### config.mk
export PLATFORM = sky130hd
export DESIGN_NAME = acc_display_driver
export DESIGN_NICKNAME = d
export VERILOG_FILES = /design/src/rtl/acc_display_driver_pkg.sv /design/src/rtl/acc_display_driver_bin2bcd_seq.sv /design/src/rtl/acc_display_driver.sv
export SDC_FILE = /design/constraint.sdc
export NUM_CORES = 1
export LEC_CHECK = 0
export ABC_CLOCK_PERIOD_IN_PS = 3270
export BUFFER_PORTS_ARGS = -buffer_cell sky130_fd_sc_hd__buf_4
export CAP_MARGIN = 20
export CORE_MARGIN = 1
export CORE_UTILIZATION = 25
export DETAILED_ROUTE_END_ITERATION = 6
export PLACE_DENSITY = 0.43
export SLEW_MARGIN = 20
export SYNTH_ARGS = -nofsm -noshare
export SYNTH_HDL_FRONTEND = slang
export SYNTH_SLANG_ARGS = --single-unit
### constraint.sdc
create_clock -name clk -period 3.27 [get_ports clk]
set_input_delay 0.1635 -clock clk [delete_from_list [all_inputs] [get_ports clk]]
set_output_delay 0.1635 -clock clk [all_outputs]
set_load 0.01 [all_outputs]
### src/rtl/acc_display_driver_pkg.sv
`default_nettype none
// ============================================================================
//  Module      : acc_display_driver_pkg
//  Description : Shared constants, glyph table and FSM encoding for the
//                accumulator display driver and its BCD converter.
//  Revision    : 1.0 - initial release
// ============================================================================
package acc_display_driver_pkg;

  localparam int c_num_digits  = 5;
  localparam int c_num_pos     = 6;
  localparam int c_conv_cycles = 16;

  // Active-low segment patterns, bit order {g,f,e,d,c,b,a}
  localparam logic [6:0] c_seg_0     = 7'h40;
  localparam logic [6:0] c_seg_1     = 7'h79;
  localparam logic [6:0] c_seg_2     = 7'h24;
  localparam logic [6:0] c_seg_3     = 7'h30;
  localparam logic [6:0] c_seg_4     = 7'h19;
  localparam logic [6:0] c_seg_5     = 7'h12;
  localparam logic [6:0] c_seg_6     = 7'h02;
  localparam logic [6:0] c_seg_7     = 7'h78;
  localparam logic [6:0] c_seg_8     = 7'h00;
  localparam logic [6:0] c_seg_9     = 7'h10;
  localparam logic [6:0] c_seg_blank = 7'h7F;
  localparam logic [6:0] c_seg_minus = 7'h3F;

  typedef enum logic [1:0] {
    ST_IDLE  = 2'd0,
    ST_CONV  = 2'd1,
    ST_LATCH = 2'd2
  } disp_state_t;

  // Map one BCD digit to its glyph; non-decimal nibbles show blank
  function automatic logic [6:0] seg_glyph(input logic [3:0] digit);
    logic [6:0] glyph;
    case (digit)
      4'd0:    glyph = c_seg_0;
      4'd1:    glyph = c_seg_1;
      4'd2:    glyph = c_seg_2;
      4'd3:    glyph = c_seg_3;
      4'd4:    glyph = c_seg_4;
      4'd5:    glyph = c_seg_5;
      4'd6:    glyph = c_seg_6;
      4'd7:    glyph = c_seg_7;
      4'd8:    glyph = c_seg_8;
      4'd9:    glyph = c_seg_9;
      default: glyph = c_seg_blank;
    endcase
    return glyph;
  endfunction

endpackage
`default_nettype wire

### src/rtl/acc_display_driver_bin2bcd_seq.sv
`default_nettype none
// ============================================================================
//  Module      : acc_display_driver_bin2bcd_seq
//  Description : Iterative double-dabble converter, one shift per clock.
//                17-bit magnitude in, five BCD digits out.
//  Revision    : 1.0 - initial release
// ============================================================================
module acc_display_driver_bin2bcd_seq
  import acc_display_driver_pkg::*;
(
  input  logic        clk,
  input  logic        rst_n,
  input  logic        i_start,
  input  logic [16:0] i_mag,
  output logic        o_done,
  output logic [19:0] o_bcd
);

  // {bcd[19:0], mag[15:0]} shift register. The magnitude MSB is preloaded
  // straight into the BCD LSB: that is exactly what the first of 17 shifts
  // would do (an all-zero BCD needs no add-3), so 16 clocks cover 17 bits.
  logic [35:0] r_sr;
  logic [3:0]  r_cnt;
  logic        r_run;
  logic [19:0] w_adj;

  // Add-3 correction on every BCD nibble that is 5 or more
  for (genvar gi = 0; gi < c_num_digits; gi++) begin : g_adj
    assign w_adj[4*gi +: 4] = (r_sr[16 + 4*gi +: 4] >= 4'd5) ?
                              (r_sr[16 + 4*gi +: 4] + 4'd3) :
                               r_sr[16 + 4*gi +: 4];
  end

  // Load on start, then correct-and-shift for the fixed iteration count
  always_ff @(posedge clk or negedge rst_n) begin
    if (!rst_n) begin
      r_sr  <= '0;
      r_cnt <= '0;
      r_run <= 1'b0;
    end else if (i_start) begin
      r_sr  <= {19'd0, i_mag[16], i_mag[15:0]};
      r_cnt <= '0;
      r_run <= 1'b1;
    end else if (r_run) begin
      r_sr  <= {w_adj, r_sr[15:0]} << 1;
      r_cnt <= r_cnt + 4'd1;
      if (r_cnt == 4'(c_conv_cycles - 1)) begin
        r_run <= 1'b0;
      end
    end
  end

  // done marks the cycle whose edge performs the final shift
  assign o_done = r_run && (r_cnt == 4'(c_conv_cycles - 1));
  assign o_bcd  = r_sr[35:16];

endmodule
`default_nettype wire

### src/rtl/acc_display_driver.sv
`default_nettype none
// ============================================================================
//  Module      : acc_display_driver
//  Description : Accepts a 16-bit result, converts it to decimal and drives
//                a multiplexed sign + 5-digit active-low 7-segment display.
//  Revision    : 1.0 - initial release
// ============================================================================
module acc_display_driver
  import acc_display_driver_pkg::*;
#(
  parameter int REFRESH_DIV   = 50000,
  parameter int BLANK_LEADING = 1
) (
  input  logic        clk,
  input  logic        rst_n,
  input  logic [15:0] val_in,
  input  logic        signed_mode,
  input  logic        load,
  output logic        busy,
  output logic        ready,
  output logic [6:0]  seg,
  output logic [5:0]  an
);

  localparam int c_refresh_w = $clog2(REFRESH_DIV);

  disp_state_t                   r_state;
  disp_state_t                   w_state_nxt;
  logic                          w_accept;
  logic                          w_neg;
  logic [16:0]                   w_mag;
  logic                          r_neg_pend;
  logic                          w_conv_done;
  logic [19:0]                   w_bcd;
  logic [4*c_num_digits-1:0]     r_digits;
  logic                          r_neg;
  logic                          r_ready;
  logic [c_refresh_w-1:0]        r_refresh;
  logic [2:0]                    r_scan;
  logic [4:1]                    w_blank;
  logic [5:0]                    w_an_nxt;
  logic [6:0]                    w_seg_nxt;
  logic [3:0]                    w_nib;
  logic                          w_nib_blank;
  logic [5:0]                    r_an;
  logic [6:0]                    r_seg;

  assign w_accept = (r_state == ST_IDLE) && load;
  assign w_neg    = signed_mode & val_in[15];
  // Negating the sign-extended value keeps 16'h8000 representable (32768)
  assign w_mag    = w_neg ? (17'd0 - {1'b1, val_in}) : {1'b0, val_in};

  acc_display_driver_bin2bcd_seq u_bin2bcd_seq (
    .clk     (clk),
    .rst_n   (rst_n),
    .i_start (w_accept),
    .i_mag   (w_mag),
    .o_done  (w_conv_done),
    .o_bcd   (w_bcd)
  );

  // State register
  always_ff @(posedge clk or negedge rst_n) begin
    if (!rst_n) begin
      r_state <= ST_IDLE;
    end else begin
      r_state <= w_state_nxt;
    end
  end

  // Next-state: accept in IDLE, wait for converter, one LATCH cycle
  always_comb begin
    w_state_nxt = r_state;
    case (r_state)
      ST_IDLE:  if (load) w_state_nxt = ST_CONV;
      ST_CONV:  if (w_conv_done) w_state_nxt = ST_LATCH;
      ST_LATCH: w_state_nxt = ST_IDLE;
      default:  w_state_nxt = ST_IDLE;
    endcase
  end

  assign busy  = (r_state != ST_IDLE);
  assign ready = r_ready;

  // Hold the sign of the accepted value until its conversion is latched
  always_ff @(posedge clk or negedge rst_n) begin
    if (!rst_n) begin
      r_neg_pend <= 1'b0;
    end else if (w_accept) begin
      r_neg_pend <= w_neg;
    end
  end

  // Display registers change only in LATCH; READY pulses alongside
  always_ff @(posedge clk or negedge rst_n) begin
    if (!rst_n) begin
      r_digits <= '0;
      r_neg    <= 1'b0;
      r_ready  <= 1'b0;
    end else begin
      r_ready <= (r_state == ST_LATCH);
      if (r_state == ST_LATCH) begin
        r_digits <= w_bcd;
        r_neg    <= r_neg_pend;
      end
    end
  end

  // Refresh divider and position scan
  always_ff @(posedge clk or negedge rst_n) begin
    if (!rst_n) begin
      r_refresh <= '0;
      r_scan    <= '0;
    end else if (r_refresh == c_refresh_w'(REFRESH_DIV - 1)) begin
      r_refresh <= '0;
      r_scan    <= (r_scan == 3'(c_num_pos - 1)) ? 3'd0 : r_scan + 3'd1;
    end else begin
      r_refresh <= r_refresh + 1'b1;
    end
  end

  // Digit i is a leading zero when it and every higher digit are zero
  for (genvar gi = 1; gi < c_num_digits; gi++) begin : g_blank
    assign w_blank[gi] = (BLANK_LEADING != 0) &&
                         (r_digits[4*c_num_digits-1:4*gi] == '0);
  end

  // Select position enable and glyph for the current scan index
  always_comb begin
    w_an_nxt    = 6'h3F;
    w_seg_nxt   = c_seg_blank;
    w_nib       = 4'd0;
    w_nib_blank = 1'b1;
    case (r_scan)
      3'd0: begin w_an_nxt = 6'b111110; w_nib = r_digits[3:0];   w_nib_blank = 1'b0;       end
      3'd1: begin w_an_nxt = 6'b111101; w_nib = r_digits[7:4];   w_nib_blank = w_blank[1]; end
      3'd2: begin w_an_nxt = 6'b111011; w_nib = r_digits[11:8];  w_nib_blank = w_blank[2]; end
      3'd3: begin w_an_nxt = 6'b110111; w_nib = r_digits[15:12]; w_nib_blank = w_blank[3]; end
      3'd4: begin w_an_nxt = 6'b101111; w_nib = r_digits[19:16]; w_nib_blank = w_blank[4]; end
      3'd5: begin w_an_nxt = 6'b011111; end
      default: ;
    endcase
    if (r_scan == 3'd5) begin
      w_seg_nxt = r_neg ? c_seg_minus : c_seg_blank;
    end else if (!w_nib_blank) begin
      w_seg_nxt = seg_glyph(w_nib);
    end
  end

  // Registered display outputs, all positions off during reset
  always_ff @(posedge clk or negedge rst_n) begin
    if (!rst_n) begin
      r_an  <= 6'h3F;
      r_seg <= c_seg_blank;
    end else begin
      r_an  <= w_an_nxt;
      r_seg <= w_seg_nxt;
    end
  end

  assign an  = r_an;
  assign seg = r_seg;

endmodule
`default_nettype wire
* Word level (Yosys, flattened, before mapping)
Memories as Yosys holds them, arrays and structs flattened.
Index checks and enable logic that the tools add are counted.
W data, S select, Z words.
** Word-level totals
- Register bits :: 98
- Bits in read-only memories :: 112
- Input port bits :: 20
- Output and inout bits :: 15
- Logic and storage cells :: 74
- Memories :: 1
** Operators by class
- Add/sub/neg operators :: 9
- $lt $le $gt $ge :: 5
- Eq/ne operators :: 11
- Mux-type cells :: 24
- Bitwise logic cells :: 1
- Reductions and logical operators :: 11
** Memories
- (name not given) :: words 16, width 7, read ports 1, clocked after memory_dff 0, write ports 0, RTL line acc_display_driver_pkg.sv:37 : case (digit)
** Operators with widths (count)
- $mux W36 :: 2
- $pmux W6 S6 :: 1
- $mux W4 :: 6
- $mux W7 :: 3
- $ge A4 B3 Y1 const B :: 5
- $pmux W4 S5 :: 1
- $mux W17 :: 1
- $sub A1 B17 Y17 const A :: 1
- $add A16 B1 Y16 const B :: 1
- $add A4 B2 Y4 const B :: 4
- $eq A16 B16 Y1 const B :: 1
- $logic_not A16 Y1 :: 1
- $mux W16 :: 1
- $logic_not A12 Y1 :: 1
- $logic_not A8 Y1 :: 1
- $eq A3 B2 Y1 const B :: 2
- $eq A3 B3 Y1 const B :: 2
- $mux W3 :: 2
- $pmux W1 S5 :: 1
- $add A4 B1 Y4 const B :: 1
- $eq A4 B4 Y1 const B :: 1
- $logic_not A4 Y1 :: 1
- $mux W2 :: 2
- $pmux W2 S2 :: 1
- 14 further kinds :: 18

* Logic depth before layout (Yosys ltp)
Gate-level depths: netlist (run 1).
An unclocked memory read counts as a cell.
- Depth in word-level cells :: 5
- Mapped depth :: 12

* Hierarchy
From an unflattened synthesis (run 1), not the netlist that was laid out.
** Unflattened totals
- Cells, all modules :: 530
- Area, all modules :: 5358.9 um^2
** By module, submodules not included
- acc_display_driver :: times used 1, cells each 283, area an instance 2995.4 um^2, seq. area each 1442.6 um^2
- acc_display_driver_bin2bcd_seq :: times used 1, cells each 247, area an instance 2363.5 um^2, seq. area each 1026.0 um^2

* Worst setup path after synthesis (run 1)
No wires, ideal clock.
- Kind :: register -> register
- Start :: register r_scan[1]
- End :: register r_seg[4], in the netlist seg[4]
- Library setup time :: 0.094 ns
- Data arrival time :: 2.152 ns
- Data required time :: 3.176 ns
- Slack :: 1.023 ns
- Stages on the path, launching flop included :: 13
- Path buffers :: 3
- Clock period less this slack :: 2.247 ns
- Cells stage by stage :: dfrtp_1 buf_6 buf_2 and2_1 ha_1 clkbuf_1 a21o_1 and2_1 inv_1 ha_1 inv_1 a221oi_1 o31ai_1
** Between the ends
- Longest elaborated chain between the ends :: 5
** Ends and longest elaborated chain
- start: declaration :: RTL line acc_display_driver.sv:39 : logic [2:0] r_scan;
- start signal: assignment :: RTL line acc_display_driver.sv:116 : r_scan <= (r_scan == 3'(c_num_pos - 1)) ? 3'd0 : r_scan + 3'd1;
- $eq A3 B3 Y1, or another cell as far along :: RTL line acc_display_driver.sv:134 : case (r_scan)
- $pmux W4 S5 :: RTL line acc_display_driver.sv:134
- $mem_v2 Z16 W7
- $mux W7 :: RTL line acc_display_driver.sv:145 : end else if (!w_nib_blank) begin
- $mux W7 * :: RTL line acc_display_driver.sv:143 : if (r_scan == 3'd5) begin
- net w_seg_nxt[4] :: RTL line acc_display_driver.sv:42 : logic [6:0] w_seg_nxt;
- end signal: assignment :: RTL line acc_display_driver.sv:154 : r_seg <= c_seg_blank;
- end signal: assignment :: RTL line acc_display_driver.sv:157 : r_seg <= w_seg_nxt;
- end: declaration :: RTL line acc_display_driver.sv:46 : logic [6:0] r_seg;
The timed path passes the listed nets; every way through them passes the cells marked *.
A chain may end at the register's enable or synchronous reset.

* Worst setup path in the final report (run 1)
- Start :: register r_scan[2]
- End :: register r_seg[4], in the netlist seg[4]
Same word-level chain as after synthesis.

==> results.toml, run 1 <==
[floorplan]
io_pins = 35
die_h_um = 145
core_sq_um = 19700
die-area_sq_um = 21000
die_w_um = 145
rows = 51
start_util = 0.259

[yosys]
avgSynthCellArea_sq_um = 9.86
ys_warn_count = 0
syn_nets = 558
synth_most_common_cell = "dfrtp_1"
synth_flop_cell = "dfrtp_1"
yosysSeqAreaShare = 0.483
syn_area_sq_um = 5110
synth_top_area_frac = 0.416
synthTopCellsByCount = "dfrtp_1, nor2_1, nand2_1, o21ai_0, a21oi_1"
synth_cell_type_count = 52
synth_top_area_cell = "dfrtp_1"
ys_seq_elements = 98
synth-edff-count = 0
synth_cells = 518
synthArstFlopShare = 1.00
synth_area_leaders = "dfrtp_1, dfstp_2, ha_1"

[placed_design]
io_buffers = 34
place.gp.congestion = 0.800
dpl.hpwl_um = 7100

[critical_path]
reg2reg_slack_ps = 740
path_buf_inv = 3
worstPathRequired_ps = 3520
cp_common_cell = "inv_1"
reg2reg_from = "r_scan[2]"
crit_fanout = 16
path_cells = "inv_1 -> ha_1 -> a32oi_1 -> o31ai_1 -> and2_1 -> inv_1 -> ha_1 -> inv_1 -> a221oi_1 -> o31ai_1"
cp_data_arrival_time_ps = 2780
crit_family = "compound AO/OA/AOI/OAI gates"
setup.worst_path.end_class = "flop"
startpoint = "r_scan[2]"
crit_path_top_delay_cell = "dfrtp_1"
cp_num_cells = 10
reg2regPathDepth = 10
reg2reg_to = "seg[4]"
worst-setup-path-type = "flop to flop"
slowest_delay_ps = 670
cp-start-kind = "flop"

[status]
status = "finished, final reports clean"

[global_route]
antenna_found_initial = 0
grt_pass1_vias = 3625
track_usage = 0.105
overflow = 0
grt_max_degree = 78
grt_first_pass_wirelength_um = 17900

[routing]
first_iter_violations = 105
wl_per_cell_um = 12.6
wl_um = 10300
drtAntennaViolNets = 0
drc = 0
via_per_inst = 4.52
vias = 3691
dr.pass1.iters = 4

[sta]
hold_viol_final = 0
setup_viol = 0
finalCritPeriodShare = 0.774
rsz0062_at_grt = "false"
drv_slew = 0
holdWs_ps = 45.1
worst_slew_pin_slew_ps = 718
max_freq_mhz = 395
max_slew_margin = 0.522
final.setup.tns_ps = 0
finalCriticalPeriod_ps = 2530
final.setup_skew_ps = 10.5

[hold_path]
hold_path_end = "u_bin2bcd_seq.r_sr[0]"
min_from = "val_in[0]"
worstHoldPathType = "input pin to flop"
whs_path_depth = 3

[clock_tree]
path_clk_slew_ps = 70
htree_levels = 3
cts_max_path_buffers = 2
clock_sinks = 98
cts_buffers = 9
tritoncts = "done"
clockRootBuffer = "clkbuf_16"
cts_setup_buffers = 0
clk_latency_ps = 350

[power_and_ir_drop]
power.switching_mw = 1.48
swShare = 0.352
combPwrFrac = 0.327
leakagePower_nw = 2.65
p_per_area_nw_per_um2 = 707
max-vdd-ir-drop_v = 0.000387
seqPwrFrac = 0.417
power_frac_clock = 0.256
intPower_mw = 2.73

[flow_run]
drv_cap = 0

[finish]
num_antenna_cells = 0
drive_above_1_share = 0.158
area_delta_synth_final_pct = 16.3
nets = 587
final_util = 0.301
## cells by family (layout without fill, tap and decap cells)
kind of cell    after synthesis  after routing  synth area share
compound gates              113            113             0.134
xor+xnor                     39             39            0.0669
fa+ha+maj                    20             20            0.0490
buf+inv                      47             81            0.0399
flops                        98             98             0.483
mux                          34             34            0.0698
simple gates                167            167             0.157
## tightest hold or removal path: stages
cell	delay, ps
buf_4	100
nand2_1	40
o21ai_0	50
## flip-flops by register name, summed over array words and instances, names as in the netlist
signal	flops
u_bin2bcd_seq.r_sr	36
r_state	2
ready	1
r_neg	1
u_bin2bcd_seq.r_run	1
u_bin2bcd_seq.r_cnt	4
r_neg_pend	1
r_digits	20
r_refresh	16
an	6
seg	7
r_scan	3
## final cells by class
type	count	area [sq um]
fillers	2089	13800
clock buffers	10	229
repair buffers	40	307
well taps	265	332
clock inverters	6	66.3
flip-flops and latches	98	2470
inverters	25	93.8
multi-input cells	373	2450
## per-layer routing
layer | part of all wire | GRT usage | vias up | wire length (um)
met2 | 0.45 | 0.162 | 56 | 4580
li1 | - | - | 1849 | -
met1 | 0.50 | 0.140 | 1770 | 5140
met4 | 0.019 | 0.0394 | 0 | 197
met5 | 0 | 0 | - | 0
met3 | 0.035 | 0.0286 | 16 | 358
## through the flow
step	instance area [sq um]	cells	total power, mW	setup WS, ps
finish	5940	817	4.20	738
global placement	5630	800	3.13	931
detailed placement	5630	800	3.16	823
CTS	5930	816	4.27	819
floorplan	5110	518	2.79	1020
global route	5940	817	4.54	492
## power by group through the flow
stage	Combinational (mW)	Sequential (mW)	Clock, mW
after detailed placement	1.39	1.78	0
after global routing	1.58	1.80	1.16
after CTS	1.39	1.76	1.12
after floorplan	1.07	1.72	0
final	1.37	1.75	1.08
after global placement	1.37	1.77	0
## how the worst max path moves through the flow
stage / endpoint / slack (ps)
floorplan: seg[4] / 1020
global placement: seg[4] / 930
detailed placement: seg[4] / 820
CTS: seg[4] / 820
global route: seg[4] / 490
finish: seg[4] / 740
## cells in the final DEF, fill, tap and decap left out, drive strengths merged, types with 4 or more instances in the layout
cell type and n:
o21ai 45, inv 25, nand2 47, nand2b 6, and2 4, dfrtp 85, dfstp 13, buf 39
a21oi 28, nand3b 5, nand3 14, a211oi 7, nor2b 7, a21o 5, clkbuf 10, ha 20
nand4 5, o31ai 6, nor4 7, mux2i 21, xor2 21, xnor2 18, mux2 13, nor2 51
nor3 8
## timing repair
| item | in CTS | in global routing |
|---|---|---|
| gates resized for setup | 0 | 0 |
| hold endpoints to repair | 0 | 75 |
| hold buffers | 0 | 1 |
(Power assumes the default switching activity.)
==> run 2, diff against run 1 <==
ABC_CLOCK_PERIOD_IN_PS = 2190   (was 3270)
PLACE_DENSITY = 0.44   (was 0.43)
clock period = 2.19 ns   (was 3.27 ns; I/O delays follow)
==> results.toml, run 2 (same netlist as run 1, synthesis figures left out) <==
[status]
status = "finished, final reports clean"

[finish]
area_delta_synth_final_pct = 17.4
layout_commonest_cell = "dfrtp_1"
nets = 595
fillers = 2086
largest_registers = "u_bin2bcd_seq.r_sr x36, r_digits x20, r_refresh x16"
layout_common_cells = "dfrtp_1, nor2_1, nand2_1, o21ai_0, buf_4"
top_register = "u_bin2bcd_seq.r_sr"
fin_cells = 824
largest_reg_flops = 36
drive_above_1_share = 0.170
final_util = 0.304
num_antenna_cells = 0

[critical_path]
startpoint = "r_scan[0]"
reg2reg_slack_ps = 170
slowest_delay_ps = 390
endpoint = "seg[5]"
cp_data_arrival_time_ps = 2280
path_cells = "buf_4 -> nor2b_1 -> a211oi_1 -> o31ai_1 -> and2_4 -> inv_2 -> ha_1 -> a21oi_1 -> a21oi_1 -> a21oi_1"
setup.worst_path.end_class = "flop"
path_buf_inv = 2
crit_path_top_delay_cell = "dfrtp_1"
worstPathRequired_ps = 2450
cp_common_cell = "a21oi_1"
crit_family = "compound AO/OA/AOI/OAI gates"
worst-setup-path-type = "flop to flop"
cp_num_cells = 10
reg2reg_to = "seg[5]"
reg2reg_from = "r_scan[0]"
reg2regPathDepth = 10
crit_fanout = 14
cp-start-kind = "flop"

[clock_tree]
clockRootBuffer = "clkbuf_16"
htree_levels = 3
cts_buffers = 9
clock_sinks = 98
cts_max_path_buffers = 2
clk_latency_ps = 350
path_clk_slew_ps = 70
tritoncts = "done"

[global_route]
grt_first_pass_wirelength_um = 18200
overflow = 0
grt_pass1_vias = 3654
antenna_found_initial = 0
track_usage = 0.106
grt_max_degree = 43

[routing]
dr.pass1.iters = 4
wl_um = 10400
drtAntennaViolNets = 0
wl_per_cell_um = 12.7
drc = 0
first_iter_violations = 154
via_per_inst = 4.49
vias = 3700

[flow_run]
drv_cap = 0

[sta]
finalCritPeriodShare = 0.921
setup_viol = 0
worst_slew_pin_slew_ps = 574
max_slew_margin = 0.615
max_freq_mhz = 496
finalCriticalPeriod_ps = 2020
final.setup.tns_ps = 0
drv_slew = 0
hold_viol_final = 0
rsz0062_at_grt = "false"
final.setup_skew_ps = 10.7

[power_and_ir_drop]
leakagePower_nw = 2.69
max-vdd-ir-drop_v = 0.000438
p_per_area_nw_per_um2 = 1040

[floorplan]
die_h_um = 145
die_w_um = 145
core_sq_um = 19700
rows = 51
start_util = 0.259
io_pins = 35
die-area_sq_um = 21000

[placed_design]
place.gp.congestion = 0.812
dpl.hpwl_um = 7360
place_inst = 807
io_buffers = 34

[hold_path]
worstHoldPathType = "input pin to flop"
[run 2: worst min path at each step]
stage               startpoint                      to  cells past startpoint
floorplan                rst_n             r_digits[0]                      0
global placement         rst_n           r_refresh[11]                      1
detailed placement       rst_n           r_refresh[10]                      1
CTS                 val_in[15]  u_bin2bcd_seq.r_sr[15]                      3
global route         val_in[1]   u_bin2bcd_seq.r_sr[1]                      3
finish              val_in[15]  u_bin2bcd_seq.r_sr[15]                      3
[run 2: metal layers]
layer  vias to the layer above  routed length, um  track usage  share of wire
li1                       1875                  -            -              -
met1                      1758               5150        0.139           0.49
met2                        56               4690        0.169           0.45
met3                        11                435       0.0258          0.042
met4                         0                154       0.0362          0.015
met5                         -                  0            0              0
[run 2: cell type report]
class | instances | area [sq um] | share of cell area
Sequential cell | 98 | 2470 | 0.412
Clock buffer | 11 | 243 | 0.0405
Clock inverter | 4 | 35.0 | 0.00584
Tap cell | 265 | 332 | 0.0553
Multi-Input combinational cell | 373 | 2450 | 0.408
Timing Repair Buffer | 48 | 378 | 0.0630
Inverter | 25 | 93.8 | 0.0156
[run 2: report_power, final]
part	switching (mW)	leakage (nW)	internal (mW)
clock	0.699	0.137	0.810
sequential	0.347	1.25	2.28
combinational	1.17	1.30	0.922
total	2.21	2.69	4.01
[run 2: timing repair]
| item | CTS | global route |
|---|---|---|
| endpoints found under the setup margin | 0 | 3 |
| setup buffers | 0 | 0 |
| hold buffers | 2 | 0 |
| endpoints found under the hold margin | 17 | 0 |
| gates resized for setup | 0 | 1 |
[run 2: per-stage QoR]
| stage | setup slack (ps) | hold slack [ps] | total power, mW | instance area, sq um |
|---|---|---|---|---|
| 6_report | 172 | 47.6 | 6.22 | 6000 |
| 5_1_grt | 9.09 | 46.0 | 6.73 | 6000 |
| 4_1_cts | 153 | 35.1 | 6.33 | 6000 |
| 3_5_place_dp | 180 | 74.1 | 4.78 | 5700 |
| 3_3_place_gp | 246 | 67.1 | 4.71 | 5700 |
| 2_1_floorplan | 15.2 | -186 | 4.17 | 5110 |
[run 2: worst register-to-register path: stages, from the launching register on]
cell      delay (ps)
dfrtp_1          390
buf_4            190
nor2b_1          140
a211oi_1          60
o31ai_1          340
and2_4           220
inv_2             50
ha_1             210
a21oi_1          120
a21oi_1           50
a21oi_1          160
